**config.mk**
```make
export PLATFORM = sky130hd
export DESIGN_NAME = munoc_axi4_slave_access_scheduler_flat
export DESIGN_NICKNAME = d
export VERILOG_FILES = /design/src/rtl/munoc_axi4_slave_access_scheduler_if.sv /design/src/rtl/munoc_axi4_slave_access_scheduler.sv /design/src/flat_wrapper.sv
export SDC_FILE = /design/constraint.sdc
export NUM_CORES = 1
export LEC_CHECK = 0
export CORE_UTILIZATION = 40
export DETAILED_ROUTE_END_ITERATION = 10
export PLACE_DENSITY = 0.69
export SLEW_MARGIN = 30
export SYNTH_ARGS = -nofsm -noshare
export SYNTH_HDL_FRONTEND = slang
export SYNTH_SLANG_ARGS = --single-unit
```
**constraint.sdc**
```tcl
create_clock -name clk -period 2.9 [get_ports clk]
set_clock_uncertainty 0.2 [all_clocks]
set_input_delay 0.58 -clock clk [delete_from_list [all_inputs] [get_ports clk]]
set_output_delay 0.58 -clock clk [all_outputs]
set_load 0.02 [all_outputs]
```
**src/rtl/munoc_axi4_slave_access_scheduler_if.sv**
```systemverilog
// Valid/ready handshake bundle between the MUNOC network interface, the scheduler and the AXI4 slave.
// master = scheduler view, slave = surrounding NI/slave environment view.
interface munoc_axi4_slave_access_scheduler_if;
  logic ni_awvalid;
  logic ni_awready;
  logic sx4awvalid;
  logic sx4awready;
  logic ni_arvalid;
  logic ni_arready;
  logic sx4arvalid;
  logic sx4arready;
  logic ni_wvalid;
  logic ni_wlast;
  logic ni_wready;
  logic sx4wvalid;
  logic sx4wready;
  logic sx4bvalid;
  logic sx4bready;
  logic sx4rvalid;
  logic sx4rready;
  logic sx4rlast;

  modport master (
    input  ni_awvalid, sx4awready, ni_arvalid, sx4arready,
    input  ni_wvalid, ni_wlast, sx4wready,
    input  sx4bvalid, sx4bready, sx4rvalid, sx4rready, sx4rlast,
    output ni_awready, sx4awvalid, ni_arready, sx4arvalid, ni_wready, sx4wvalid
  );

  modport slave (
    output ni_awvalid, sx4awready, ni_arvalid, sx4arready,
    output ni_wvalid, ni_wlast, sx4wready,
    output sx4bvalid, sx4bready, sx4rvalid, sx4rready, sx4rlast,
    input  ni_awready, sx4awvalid, ni_arready, sx4arvalid, ni_wready, sx4wvalid
  );
endinterface

```
**src/rtl/munoc_axi4_slave_access_scheduler.sv**
```systemverilog
// Gates AW/AR/W valid-ready between NI and slave: outstanding limits, one-address-per-cycle RR grant,
// W-after-AW ordering and comm_disable drain/halt. Zero added latency; backpressure passes straight through.
module munoc_axi4_slave_access_scheduler #(
  parameter int MAX_OUTSTANDING_WR = 4,
  parameter int MAX_OUTSTANDING_RD = 4,
  parameter int MAX_AW_AHEAD       = 2,
  localparam int WR_W = $clog2(MAX_OUTSTANDING_WR + 1),
  localparam int RD_W = $clog2(MAX_OUTSTANDING_RD + 1),
  localparam int AH_W = $clog2(MAX_AW_AHEAD + 1)
) (
  input  logic                                       clk,
  input  logic                                       rstp,
  input  logic                                       comm_disable,
  munoc_axi4_slave_access_scheduler_if.master        bus,
  output logic [WR_W-1:0]                            wr_outstanding,
  output logic [RD_W-1:0]                            rd_outstanding,
  output logic                                       halted
);

  typedef enum logic [1:0] {ST_RUN, ST_DRAIN, ST_HALT} state_t;

  localparam logic [WR_W-1:0] WR_MAX = WR_W'(MAX_OUTSTANDING_WR);
  localparam logic [RD_W-1:0] RD_MAX = RD_W'(MAX_OUTSTANDING_RD);
  localparam logic [AH_W-1:0] AH_MAX = AH_W'(MAX_AW_AHEAD);

  state_t          r_state, w_state_nxt;
  logic [WR_W-1:0] r_wr_cnt;
  logic [RD_W-1:0] r_rd_cnt;
  logic [AH_W-1:0] r_aw_ahead;
  logic            r_prio, r_lock_aw, r_lock_ar, r_w_open;

  logic w_aw_elig, w_ar_elig, w_gnt_aw, w_gnt_ar, w_w_pass;
  logic w_aw_hs, w_ar_hs, w_w_hs, w_wlast_hs, w_b_hs, w_rlast_hs, w_idle;

  assign w_aw_elig = bus.ni_awvalid & (r_state == ST_RUN) & (r_wr_cnt < WR_MAX) & (r_aw_ahead < AH_MAX);
  assign w_ar_elig = bus.ni_arvalid & (r_state == ST_RUN) & (r_rd_cnt < RD_MAX);

  // A presented-but-unaccepted address keeps its grant regardless of limits or drain.
  always_comb begin
    w_gnt_aw = 1'b0;
    w_gnt_ar = 1'b0;
    if (r_lock_aw) begin
      w_gnt_aw = 1'b1;
    end else if (r_lock_ar) begin
      w_gnt_ar = 1'b1;
    end else if (w_aw_elig && w_ar_elig) begin
      w_gnt_aw = ~r_prio;
      w_gnt_ar = r_prio;
    end else begin
      w_gnt_aw = w_aw_elig;
      w_gnt_ar = w_ar_elig;
    end
    if (rstp) begin
      w_gnt_aw = 1'b0;
      w_gnt_ar = 1'b0;
    end
  end

  assign w_w_pass = (r_aw_ahead != '0) | r_w_open;

  assign bus.sx4awvalid = bus.ni_awvalid & w_gnt_aw;
  assign bus.ni_awready = bus.sx4awready & w_gnt_aw;
  assign bus.sx4arvalid = bus.ni_arvalid & w_gnt_ar;
  assign bus.ni_arready = bus.sx4arready & w_gnt_ar;
  assign bus.sx4wvalid  = bus.ni_wvalid & w_w_pass;
  assign bus.ni_wready  = bus.sx4wready & w_w_pass;

  assign w_aw_hs    = bus.sx4awvalid & bus.sx4awready;
  assign w_ar_hs    = bus.sx4arvalid & bus.sx4arready;
  assign w_w_hs     = bus.sx4wvalid & bus.sx4wready;
  assign w_wlast_hs = w_w_hs & bus.ni_wlast;
  assign w_b_hs     = bus.sx4bvalid & bus.sx4bready;
  assign w_rlast_hs = bus.sx4rvalid & bus.sx4rready & bus.sx4rlast;

  assign w_idle = (r_wr_cnt == '0) & (r_rd_cnt == '0) & (r_aw_ahead == '0) &
                  ~r_w_open & ~r_lock_aw & ~r_lock_ar;

  always_comb begin
    w_state_nxt = r_state;
    case (r_state)
      ST_RUN:   if (comm_disable) w_state_nxt = ST_DRAIN;
      ST_DRAIN: if (!comm_disable) w_state_nxt = ST_RUN;
                else if (w_idle) w_state_nxt = ST_HALT;
      ST_HALT:  if (!comm_disable) w_state_nxt = ST_RUN;
      default:  w_state_nxt = ST_RUN;
    endcase
  end

  always_ff @(posedge clk or posedge rstp) begin
    if (rstp) begin
      r_state    <= ST_RUN;
      r_prio     <= 1'b0;
      r_lock_aw  <= 1'b0;
      r_lock_ar  <= 1'b0;
      r_w_open   <= 1'b0;
      r_wr_cnt   <= '0;
      r_rd_cnt   <= '0;
      r_aw_ahead <= '0;
    end else begin
      r_state   <= w_state_nxt;
      r_lock_aw <= bus.sx4awvalid & ~bus.sx4awready;
      r_lock_ar <= bus.sx4arvalid & ~bus.sx4arready;
      if (w_aw_hs || w_ar_hs) r_prio <= ~r_prio;
      if (w_w_hs) r_w_open <= ~bus.ni_wlast;

      // Counters saturate rather than wrap on an illegal extra increment/decrement.
      if (w_aw_hs && !w_b_hs && r_wr_cnt != WR_MAX) r_wr_cnt <= r_wr_cnt + WR_W'(1);
      else if (!w_aw_hs && w_b_hs && r_wr_cnt != '0) r_wr_cnt <= r_wr_cnt - WR_W'(1);

      if (w_ar_hs && !w_rlast_hs && r_rd_cnt != RD_MAX) r_rd_cnt <= r_rd_cnt + RD_W'(1);
      else if (!w_ar_hs && w_rlast_hs && r_rd_cnt != '0) r_rd_cnt <= r_rd_cnt - RD_W'(1);

      if (w_aw_hs && !w_wlast_hs && r_aw_ahead != AH_MAX) r_aw_ahead <= r_aw_ahead + AH_W'(1);
      else if (!w_aw_hs && w_wlast_hs && r_aw_ahead != '0) r_aw_ahead <= r_aw_ahead - AH_W'(1);
    end
  end

  assign wr_outstanding = r_wr_cnt;
  assign rd_outstanding = r_rd_cnt;
  assign halted         = (r_state == ST_HALT);

endmodule

```
**src/flat_wrapper.sv**
```systemverilog
// flat-port wrapper written by rule: the top's interface ports become plain ports
module munoc_axi4_slave_access_scheduler_flat 
#(
  parameter int MAX_OUTSTANDING_WR = 4,
  parameter int MAX_OUTSTANDING_RD = 4,
  parameter int MAX_AW_AHEAD       = 2,
  localparam int WR_W = $clog2(MAX_OUTSTANDING_WR + 1),
  localparam int RD_W = $clog2(MAX_OUTSTANDING_RD + 1),
  localparam int AH_W = $clog2(MAX_AW_AHEAD + 1)
)
  (clk, rstp, comm_disable, wr_outstanding, rd_outstanding, halted, bus_ni_awvalid, bus_sx4awready, bus_ni_arvalid, bus_sx4arready, bus_ni_wvalid, bus_ni_wlast, bus_sx4wready, bus_sx4bvalid, bus_sx4bready, bus_sx4rvalid, bus_sx4rready, bus_sx4rlast, bus_ni_awready, bus_sx4awvalid, bus_ni_arready, bus_sx4arvalid, bus_ni_wready, bus_sx4wvalid);
  munoc_axi4_slave_access_scheduler_if bus_i ();
  input  logic clk;
  input  logic rstp;
  input  logic comm_disable;
  output logic [WR_W-1:0] wr_outstanding;
  output logic [RD_W-1:0] rd_outstanding;
  output logic halted;
  input wire logic [$bits(bus_i.ni_awvalid)-1:0] bus_ni_awvalid;
  input wire logic [$bits(bus_i.sx4awready)-1:0] bus_sx4awready;
  input wire logic [$bits(bus_i.ni_arvalid)-1:0] bus_ni_arvalid;
  input wire logic [$bits(bus_i.sx4arready)-1:0] bus_sx4arready;
  input wire logic [$bits(bus_i.ni_wvalid)-1:0] bus_ni_wvalid;
  input wire logic [$bits(bus_i.ni_wlast)-1:0] bus_ni_wlast;
  input wire logic [$bits(bus_i.sx4wready)-1:0] bus_sx4wready;
  input wire logic [$bits(bus_i.sx4bvalid)-1:0] bus_sx4bvalid;
  input wire logic [$bits(bus_i.sx4bready)-1:0] bus_sx4bready;
  input wire logic [$bits(bus_i.sx4rvalid)-1:0] bus_sx4rvalid;
  input wire logic [$bits(bus_i.sx4rready)-1:0] bus_sx4rready;
  input wire logic [$bits(bus_i.sx4rlast)-1:0] bus_sx4rlast;
  output wire logic [$bits(bus_i.ni_awready)-1:0] bus_ni_awready;
  output wire logic [$bits(bus_i.sx4awvalid)-1:0] bus_sx4awvalid;
  output wire logic [$bits(bus_i.ni_arready)-1:0] bus_ni_arready;
  output wire logic [$bits(bus_i.sx4arvalid)-1:0] bus_sx4arvalid;
  output wire logic [$bits(bus_i.ni_wready)-1:0] bus_ni_wready;
  output wire logic [$bits(bus_i.sx4wvalid)-1:0] bus_sx4wvalid;
  assign bus_i.ni_awvalid = bus_ni_awvalid;
  assign bus_i.sx4awready = bus_sx4awready;
  assign bus_i.ni_arvalid = bus_ni_arvalid;
  assign bus_i.sx4arready = bus_sx4arready;
  assign bus_i.ni_wvalid = bus_ni_wvalid;
  assign bus_i.ni_wlast = bus_ni_wlast;
  assign bus_i.sx4wready = bus_sx4wready;
  assign bus_i.sx4bvalid = bus_sx4bvalid;
  assign bus_i.sx4bready = bus_sx4bready;
  assign bus_i.sx4rvalid = bus_sx4rvalid;
  assign bus_i.sx4rready = bus_sx4rready;
  assign bus_i.sx4rlast = bus_sx4rlast;
  assign bus_ni_awready = bus_i.ni_awready;
  assign bus_sx4awvalid = bus_i.sx4awvalid;
  assign bus_ni_arready = bus_i.ni_arready;
  assign bus_sx4arvalid = bus_i.sx4arvalid;
  assign bus_ni_wready = bus_i.ni_wready;
  assign bus_sx4wvalid = bus_i.sx4wvalid;
  munoc_axi4_slave_access_scheduler #(.MAX_OUTSTANDING_WR(MAX_OUTSTANDING_WR), .MAX_OUTSTANDING_RD(MAX_OUTSTANDING_RD), .MAX_AW_AHEAD(MAX_AW_AHEAD)) u_core (.clk(clk), .rstp(rstp), .comm_disable(comm_disable), .bus(bus_i), .wr_outstanding(wr_outstanding), .rd_outstanding(rd_outstanding), .halted(halted));
endmodule
```
## Word level (Yosys, flattened, before mapping)

Index checks and enable logic that the tools add are counted.

| word-level totals | value |
|---|---|
| flip-flop bits (word level) | 14 |
| input port bits | 15 |
| output and inout bits | 13 |
| word-level logic and storage cells | 107 |

| cells by class | value |
|---|---|
| add/subtract/negate cells | 6 |
| magnitude comparators | 3 |
| equality and inequality tests | 8 |
| multiplexer cells | 19 |
| bitwise logic cells | 33 |
| reduce and logical (&&, ||, !) cells | 30 |

Operators by type and width:

| cell | count |
|---|---|
| $and A1 B1 Y1 | 25 |
| $logic_and A1 B1 Y1 | 13 |
| $mux W2 | 6 |
| $mux W3 | 4 |
| $mux W1 | 8 |
| $reduce_bool A2 Y1 | 4 |
| $not A1 Y1 | 7 |
| $add A3 B1 Y3 const B | 2 |
| $logic_not A3 Y1 | 2 |
| $lt A3 B3 Y1 const B | 2 |
| $ne A2 B2 Y1 const B | 3 |
| $ne A3 B3 Y1 const B | 2 |
| $pmux W2 S3 | 1 |
| $reduce_bool A3 Y1 | 2 |
| $sub A3 B1 Y3 const B | 2 |
| $logic_not A1 Y1 | 5 |
| $logic_not A2 Y1 | 2 |
| $ne A3 B2 Y1 const B | 1 |
| $reduce_and A3 Y1 | 1 |
| $add A2 B1 Y2 const B | 1 |
| $eq A2 B1 Y1 const B | 1 |
| $eq A2 B2 Y1 const B | 1 |
| $lt A2 B2 Y1 const B | 1 |
| $sub A2 B1 Y2 const B | 1 |
| 2 further kinds | 2 |

## Depth between registers and ports, before layout

Gate-level depths: netlist of the first run.

| depth | value |
|---|---|
| depth in word-level cells | 16 |
| gate-level depth with buffers | 9 |
| depth with buffers taken out | 8 |

## Least setup slack after synthesis of the first run

No wires, ideal clock.

| path | value |
|---|---|
| path kind | register to register |
| start | register u_core.r_rd_cnt[2], in the netlist u_core.rd_outstanding[2] |
| end | register u_core.r_rd_cnt[2], in the netlist u_core.rd_outstanding[2] |
| setup time | 0.138 ns |
| arrival time | 2.374 ns |
| required time | 2.562 ns |
| path slack | 0.188 ns |
| cell stages (with the launch flop) | 8 |
| path buffers | 0 |
| clock period less this slack | 2.712 ns |
| cells stage by stage | dfrtp_1 > nor4b_1 > a21oi_2 > nor2b_2 > nand3_1 > fa_1 > or2b_1 > mux4_2 |

| on the way | value |
|---|---|
| longest elaborated chain between the ends | 13 |
| elaborated cells on any way between the ends | 21 |
| those cells by class | add/sub: 2; order compare: 1; eq/ne: 1; mux: 6; bitwise: 3; reduce/logical: 8 |

Ends and longest elaborated chain:

| element | RTL line | RTL |
|---|---|---|
| start, declared | munoc_axi4_slave_access_scheduler.sv:28 | `logic [RD_W-1:0] r_rd_cnt;` |
| start signal, assigned | munoc_axi4_slave_access_scheduler.sv:110 | `if (w_ar_hs && !w_rlast_hs && r_rd_cnt != RD_MAX) r_rd_cnt <= r_rd_cnt + RD_W'(1);` |
| start signal, assigned | munoc_axi4_slave_access_scheduler.sv:111 | `else if (!w_ar_hs && w_rlast_hs && r_rd_cnt != '0) r_rd_cnt <= r_rd_cnt - RD_W'(1);` |
| $lt A3 B3 Y1 | munoc_axi4_slave_access_scheduler.sv:36 | `assign w_ar_elig = bus.ni_arvalid & (r_state == ST_RUN) & (r_rd_cnt < RD_MAX);` |
| $and A1 B1 Y1 | munoc_axi4_slave_access_scheduler.sv:36 |  |
| $logic_and A1 B1 Y1 | munoc_axi4_slave_access_scheduler.sv:46 | `end else if (w_aw_elig && w_ar_elig) begin` |
| $mux W1 | munoc_axi4_slave_access_scheduler.sv:46 |  |
| $mux W1 | munoc_axi4_slave_access_scheduler.sv:44 | `end else if (r_lock_ar) begin` |
| $mux W1 | munoc_axi4_slave_access_scheduler.sv:42 | `if (r_lock_aw) begin` |
| $mux W1 | munoc_axi4_slave_access_scheduler.sv:53 | `if (rstp) begin` |
| $and A1 B1 Y1 | munoc_axi4_slave_access_scheduler.sv:63 | `assign bus.sx4arvalid = bus.ni_arvalid & w_gnt_ar;` |
| $and A1 B1 Y1 | munoc_axi4_slave_access_scheduler.sv:69 | `assign w_ar_hs = bus.sx4arvalid & bus.sx4arready;` |
| $logic_not A1 Y1 | munoc_axi4_slave_access_scheduler.sv:111 |  |
| $logic_and A1 B1 Y1 (2 in a row) | munoc_axi4_slave_access_scheduler.sv:111 |  |
| $reduce_bool A2 Y1 (no line) | - |  |

Several ways; a longest one is shown, not always the timed one. The select of a mux whose other input is x is not followed.
A chain may end at the register's enable or synchronous reset.

## Final worst setup path of the first run

| path | value |
|---|---|
| start | input port bus_sx4arready |
| end | register u_core.r_rd_cnt[2], in the netlist u_core.rd_outstanding[2] |

| on the way | value |
|---|---|
| longest elaborated chain between the ends | 5 |
| elaborated cells on any way between the ends | 8 |
| those cells by class | mux: 1; bitwise: 1; reduce/logical: 6 |

Ends and longest elaborated chain:

| element | RTL line | RTL |
|---|---|---|
| start, declared | flat_wrapper.sv:22 | `input wire logic [$bits(bus_i.sx4arready)-1:0] bus_sx4arready;` |
| $and A1 B1 Y1 * | munoc_axi4_slave_access_scheduler.sv:69 |  |
| $logic_not A1 Y1 | munoc_axi4_slave_access_scheduler.sv:111 |  |
| $logic_and A1 B1 Y1 (2 in a row) | munoc_axi4_slave_access_scheduler.sv:111 |  |
| $reduce_bool A2 Y1 (no line) | - |  |

Every way passes the cells marked *; elsewhere a longest branch is shown, timed or not.

==> results.json, run 1 <==
{
  "drc": 0,
  "coreArea_sq_um": 2300,
  "layout_common_cells": "21 x clkdlybuf4s50_1, 17 x buf_4, 14 x dfrtp_1, 11 x nor2_1",
  "synth_xor_area_frac": 0.0174,
  "ys_warn_count": 0,
  "dieArea_sq_um": 2720,
  "clock_path_buffers": 2,
  "final_common_cell": "clkdlybuf4s50_1",
  "grt_usage": 0.223,
  "cts_tree": "yes",
  "rows": 17,
  "worstSetupEndpointType": "flip-flop",
  "cts.clk_slew.worst_paths_ps": 90,
  "finalWirelength_um": 2570,
  "muxShareOfSynthArea": 0.0423,
  "status": "finished, final reports clean",
  "p_comb_frac": 0.542,
  "finalHoldWorstSlack_ps": 319,
  "overflow": 0,
  "hpwl_um": 1980,
  "nFillCells": 207,
  "wl_per_cell_um": 13.9,
  "synth_top_family_by_area": "simple AND/OR/NAND/NOR gates",
  "vdd_drop_max_uv": 450,
  "grt_max_degree": 15,
  "finalSetupViolCount": 0,
  "synth_edf_count": 0,
  "grt_pass1_wl_um": 4440,
  "synthCells": 110,
  "seq_area_frac_synth": 0.349,
  "crit_required_ps": 2860,
  "ioPinCount": 28,
  "switching_share": 0.408,
  "cap_viol_max_count": 0,
  "chipWidth_um": 52.1,
  "critical_path_arrival_ps": 2730,
  "min_path_type": "reg -> reg",
  "p_int_uw": 628,
  "synth_compound_area_frac": 0.169,
  "dr.pass1.iters": 4,
  "area_growth_syn_to_layout_pct": 47.3,
  "gp_congestion": 0.820,
  "critical_path_class": "in -> reg",
  "drtIter0Drc": 21,
  "worstMarginPinSlew_ps": 487,
  "clock.fmax_mhz": 360,
  "ys_ff_latch": 14,
  "p_per_area_nw_per_um2": 717,
  "drive_gt1_frac": 0.229,
  "ctsHtreeMaxLevel": 1,
  "synth-simple-area-share": 0.349,
  "syn_area_sq_um": 1000,
  "portBuffers": 27,
  "finalSetupTns_ps": 0,
  "synth.distinct_cells": 43,
  "vias": 1017,
  "timing.slew.headroom": 0.667,
  "p_switching_uw": 433,
  "rsz0062_at_grt": "false",
  "synthFlopType": "dfrtp_1",
  "leakage_uw": 0.000662,
  "cts_sinks": 14,
  "syn_area_per_cell_sq_um": 9.13,
  "chipHeight_um": 52.1,
  "utilization": 0.644,
  "detail-route-antenna-nets": 0,
  "synth_nets": 127,
  "fin_crit_sh": 0.957,
  "grt_pass1_vias": 1018,
  "initial_core_util": 0.437,
  "antenna_found_initial": 0,
  "cts_hold_buffers": 0,
  "ctsRootBufferMaster": "clkbuf_4",
  "finalMaxSlewViolations": 0,
  "numCtsBuffers": 3,
  "power_frac_seq": 0.320,
  "avgViaCountPerCell": 5.50,
  "synth_adder_area_share": 0.0399,
  "power.total_uw": 1060,
  "cp_max_fo": 3,
  "finalHoldViolCount": 0,
  "min_period_ps": 2780,
  "power.share.clock": 0.138,
  "diodes": 0,
  "crit_path_start_kind": "input port",
  "insertion_delay_ps": 290,
  "nNetsFinal": 175,
  "ys_async_sr_fraction": 1.00
}
[final timing paths]
path                                   startpoint                       end  slack [ps]  cells after the start
min in group asynchronous                    rstp      u_core.r_aw_ahead[1]         600                      4
worst max register to register  u_core.r_state[0]  u_core.rd_outstanding[2]         190                      9
worst max-delay path               bus_sx4arready  u_core.rd_outstanding[2]         120                      8
worst min-delay path                u_core.r_prio             u_core.r_prio         320                      1
max in group asynchronous                    rstp  u_core.wr_outstanding[0]        1720                      4
worst min register to register      u_core.r_prio             u_core.r_prio         320                      1
[cell usage after synthesis (2+ instances only)]
library cell | instances | area, sq um
dfrtp_1 | 14 | 350
nor2_1 | 11 | 41.3
nand3_1 | 7 | 35.0
inv_1 | 6 | 22.5
nor3_1 | 6 | 30.0
and3_1 | 5 | 31.3
nand2_1 | 5 | 18.8
nor2b_1 | 5 | 31.3
and2_1 | 4 | 25.0
a21o_1 | 3 | 22.5
nand3b_1 | 3 | 22.5
nor3b_1 | 3 | 22.5
o21ai_0 | 3 | 15.0
a31oi_1 | 2 | 12.5
fa_1 | 2 | 40.0
mux2i_1 | 2 | 20.0
nand4_1 | 2 | 12.5
xnor2_1 | 2 | 17.5
[power by group through the flow]
stage	clock network (uW)	logic (uW)	registers [uW]
2_1_floorplan	0	272	387
6_report	147	575	340
4_1_cts	150	577	340
3_5_place_dp	0	565	338
3_3_place_gp	0	553	338
5_1_grt	163	638	356
[sequential cells by signal, indices dropped and copies added, names as in the netlist]
name,cells
u_core.r_aw_ahead,2
u_core.r_lock_ar,1
u_core.r_lock_aw,1
u_core.r_prio,1
u_core.r_state,2
u_core.r_w_open,1
u_core.rd_outstanding,3
u_core.wr_outstanding,3
[final cells by class]
| cell class | count | area [sq um] | area share |
|---|---|---|---|
| multi-input combinational | 89 | 653 | 0.441 |
| timing repair buffer | 44 | 383 | 0.259 |
| sequential | 14 | 350 | 0.237 |
| clock buffer | 4 | 36.3 | 0.0245 |
| tap | 28 | 35.0 | 0.0237 |
| inverter | 6 | 22.5 | 0.0152 |
[repair_timing]
item,4_1_cts,5_1_grt
hold endpoints to repair,0,0
endpoints found under the setup margin,5,0
setup buffers,1,0
gates resized for setup,18,0
[metal layers]
layer,global-route usage,up-vias,wire (um)
li1,-,502,-
met1,0.273,488,1160
met2,0.372,25,1280
met3,0.0702,2,115
met4,0.0586,0,16
met5,0,-,0
[critical path, cell delays in order]
cell             delay [ps]
clkdlybuf4s50_1         500
nand2_1                  80
nor3_1                  210
nor2b_4                 210
nand3_2                  80
fa_2                    370
or2b_1                  250
mux4_2                  460
[through the flow]
stage / setup slack [ps] / instances / instance area, sq um
floorplan: 188 / 110 / 1000
global placement: -400 / 180 / 1420
detailed placement: -418 / 180 / 1420
CTS: 124 / 185 / 1480
global route: 31.4 / 185 / 1480
finish: 124 / 185 / 1480
[cell families (layout without fill, tap and decap cells)]
logic type,after synthesis,count (layout)
mux,3,3
buf+inv,7,54
xor+xnor,2,2
compound gates,22,22
simple gates,60,60
flops,14,14
fa+ha+maj,2,2
(Power assumes the default switching activity.)
==> run 2: changes to the inputs <==
--- a/config.mk
+++ b/config.mk
@@ -5,9 +5,11 @@
 export SDC_FILE = /design/constraint.sdc
 export NUM_CORES = 1
 export LEC_CHECK = 0
-export CORE_UTILIZATION = 40
+export CELL_PAD_IN_SITES_DETAIL_PLACEMENT = 0
+export CELL_PAD_IN_SITES_GLOBAL_PLACEMENT = 1
+export CORE_UTILIZATION = 35
 export DETAILED_ROUTE_END_ITERATION = 10
-export PLACE_DENSITY = 0.69
+export PLACE_DENSITY = 0.79
 export SLEW_MARGIN = 30
 export SYNTH_ARGS = -nofsm -noshare
 export SYNTH_HDL_FRONTEND = slang
==> results.json, run 2 (synthesized netlist as in run 1, its figures left out) <==
{
  "p_switching_uw": 431,
  "critical_path_arrival_ps": 2680,
  "worstSetupEndpointType": "flip-flop",
  "finalHoldWorstSlack_ps": 310,
  "power.share.clock": 0.134,
  "final_common_cell": "clkdlybuf4s50_1",
  "grt_pass1_wl_um": 4490,
  "finalMaxSlewViolations": 0,
  "grt_usage": 0.180,
  "drive_gt1_frac": 0.219,
  "coreArea_sq_um": 2730,
  "cts_sinks": 14,
  "leakage_uw": 0.000651,
  "numCtsBuffers": 3,
  "grt_pass1_vias": 1065,
  "ctsRootBufferMaster": "clkbuf_4",
  "detail-route-antenna-nets": 0,
  "p_comb_frac": 0.541,
  "avgViaCountPerCell": 5.58,
  "clock_path_buffers": 2,
  "reg2reg_to": "u_core.rd_outstanding[2]",
  "clock.fmax_mhz": 369,
  "chipHeight_um": 55.6,
  "layout_common_cells": "21 x clkdlybuf4s50_1, 15 x buf_4, 14 x dfrtp_1, 11 x nor2_1",
  "min_path_type": "reg -> reg",
  "worstMarginPinSlew_ps": 383,
  "crit_path_start_kind": "input port",
  "initial_core_util": 0.368,
  "cap_viol_max_count": 0,
  "ctsHtreeMaxLevel": 1,
  "rsz0062_at_grt": "false",
  "finalHoldViolCount": 0,
  "overflow": 0,
  "cp_max_fo": 3,
  "dieArea_sq_um": 3090,
  "vias": 1038,
  "finalSetupViolCount": 0,
  "worst-path-buf-inv": 1,
  "ioPinCount": 28,
  "nNetsFinal": 173,
  "crit_end": "u_core.rd_outstanding[2]",
  "timing.slew.headroom": 0.744,
  "startpoint": "bus_sx4arready",
  "cts_tree": "yes",
  "rows": 19,
  "area_growth_syn_to_layout_pct": 46.2,
  "power_frac_seq": 0.325,
  "crit_required_ps": 2870,
  "antenna_found_initial": 0,
  "rr_worst_depth": 9,
  "cp_top_family": "simple AND/OR/NAND/NOR gates",
  "hpwl_um": 2010,
  "insertion_delay_ps": 290,
  "chipWidth_um": 55.6,
  "grt_max_degree": 11,
  "min_period_ps": 2710,
  "dr.pass1.iters": 4,
  "worst_slack_ps": 187,
  "critical_path_class": "in -> reg",
  "cts.clk_slew.worst_paths_ps": 90,
  "cp_slowest_cell": "clkdlybuf4s50_1",
  "power.total_uw": 1060,
  "cts_hold_buffers": 0,
  "vdd_drop_max_uv": 481,
  "switching_share": 0.408,
  "wl_per_cell_um": 13.5,
  "crit_chain": "clkdlybuf4s50_1 > nand2_1 > nor3_2 > nor2b_4 > nand3_2 > fa_2 > or2b_1 > mux4_2",
  "drtIter0Drc": 29,
  "reg2reg_from": "u_core.r_state[0]",
  "post_cts_buffers": 0,
  "p_per_area_nw_per_um2": 720,
  "r2r_setup_slack_ps": 210,
  "portBuffers": 27,
  "cp_num_cells": 8,
  "status": "finished, final reports clean",
  "worst_path_largest_cell_delay_ps": 490,
  "fin_crit_sh": 0.935,
  "nFillCells": 244,
  "p_int_uw": 627,
  "finalWirelength_um": 2520,
  "gp_congestion": 0.783,
  "drc": 0,
  "diodes": 0,
  "post-place-ws_ps": -405
}
## run 2: worst reg2reg max path, stage by stage, from the launching register on
cell and delay [ps]:
dfrtp_1 450, nor4b_4 290, buf_4 150, a21oi_2 50, buf_4 140, nor2b_4 120, nand3_2 100, fa_2 380
or2b_1 240, mux4_2 460
## run 2: layer usage
layer	track usage	wire [um]	vias up
met1	0.219	1110	513
met4	0.0214	8	0
met2	0.324	1290	22
met3	0.0488	110	2
li1	-	-	501
met5	0	0	-
## run 2: area by class of cell
class                      count  area [sq um]  share of cell area
multi-input combinational     89           653               0.445
tap                           31          38.8              0.0264
inverter                       6          22.5              0.0153
timing repair buffer          42           368               0.250
sequential                    14           350               0.239
clock buffer                   4          36.3              0.0247
## run 2: worst min-delay path by stage
stage / cells past startpoint / to / from
6_report: 1 / u_core.r_prio / u_core.r_prio
5_1_grt: 1 / u_core.r_prio / u_core.r_prio
4_1_cts: 1 / u_core.r_prio / u_core.r_prio
3_5_place_dp: 1 / u_core.r_prio / u_core.r_prio
3_3_place_gp: 1 / u_core.r_prio / u_core.r_prio
2_1_floorplan: 1 / u_core.r_prio / u_core.r_prio
## run 2: power by group through the flow
stage               combinational (uW)  clock, uW  sequential [uW]
floorplan                          272          0              387
global placement                   553          0              338
detailed placement                 563          0              341
CTS                                574        146              342
global route                       628        153              357
finish                             572        142              344
## run 2: repair_timing
item,in CTS,in global routing
gates resized for setup,17,1
setup endpoints to repair,5,1
pin swaps,2,0
## run 2: metrics by stage
stage,area [sq um],utilization,cells,setup TNS [ps]
final,1470,0.537,186,0
after global routing,1470,0.537,186,0
after CTS,1460,0.535,186,0
after detailed placement,1420,0.518,182,-1990
after global placement,1420,0.518,182,-1860
after floorplan,1000,-,110,0
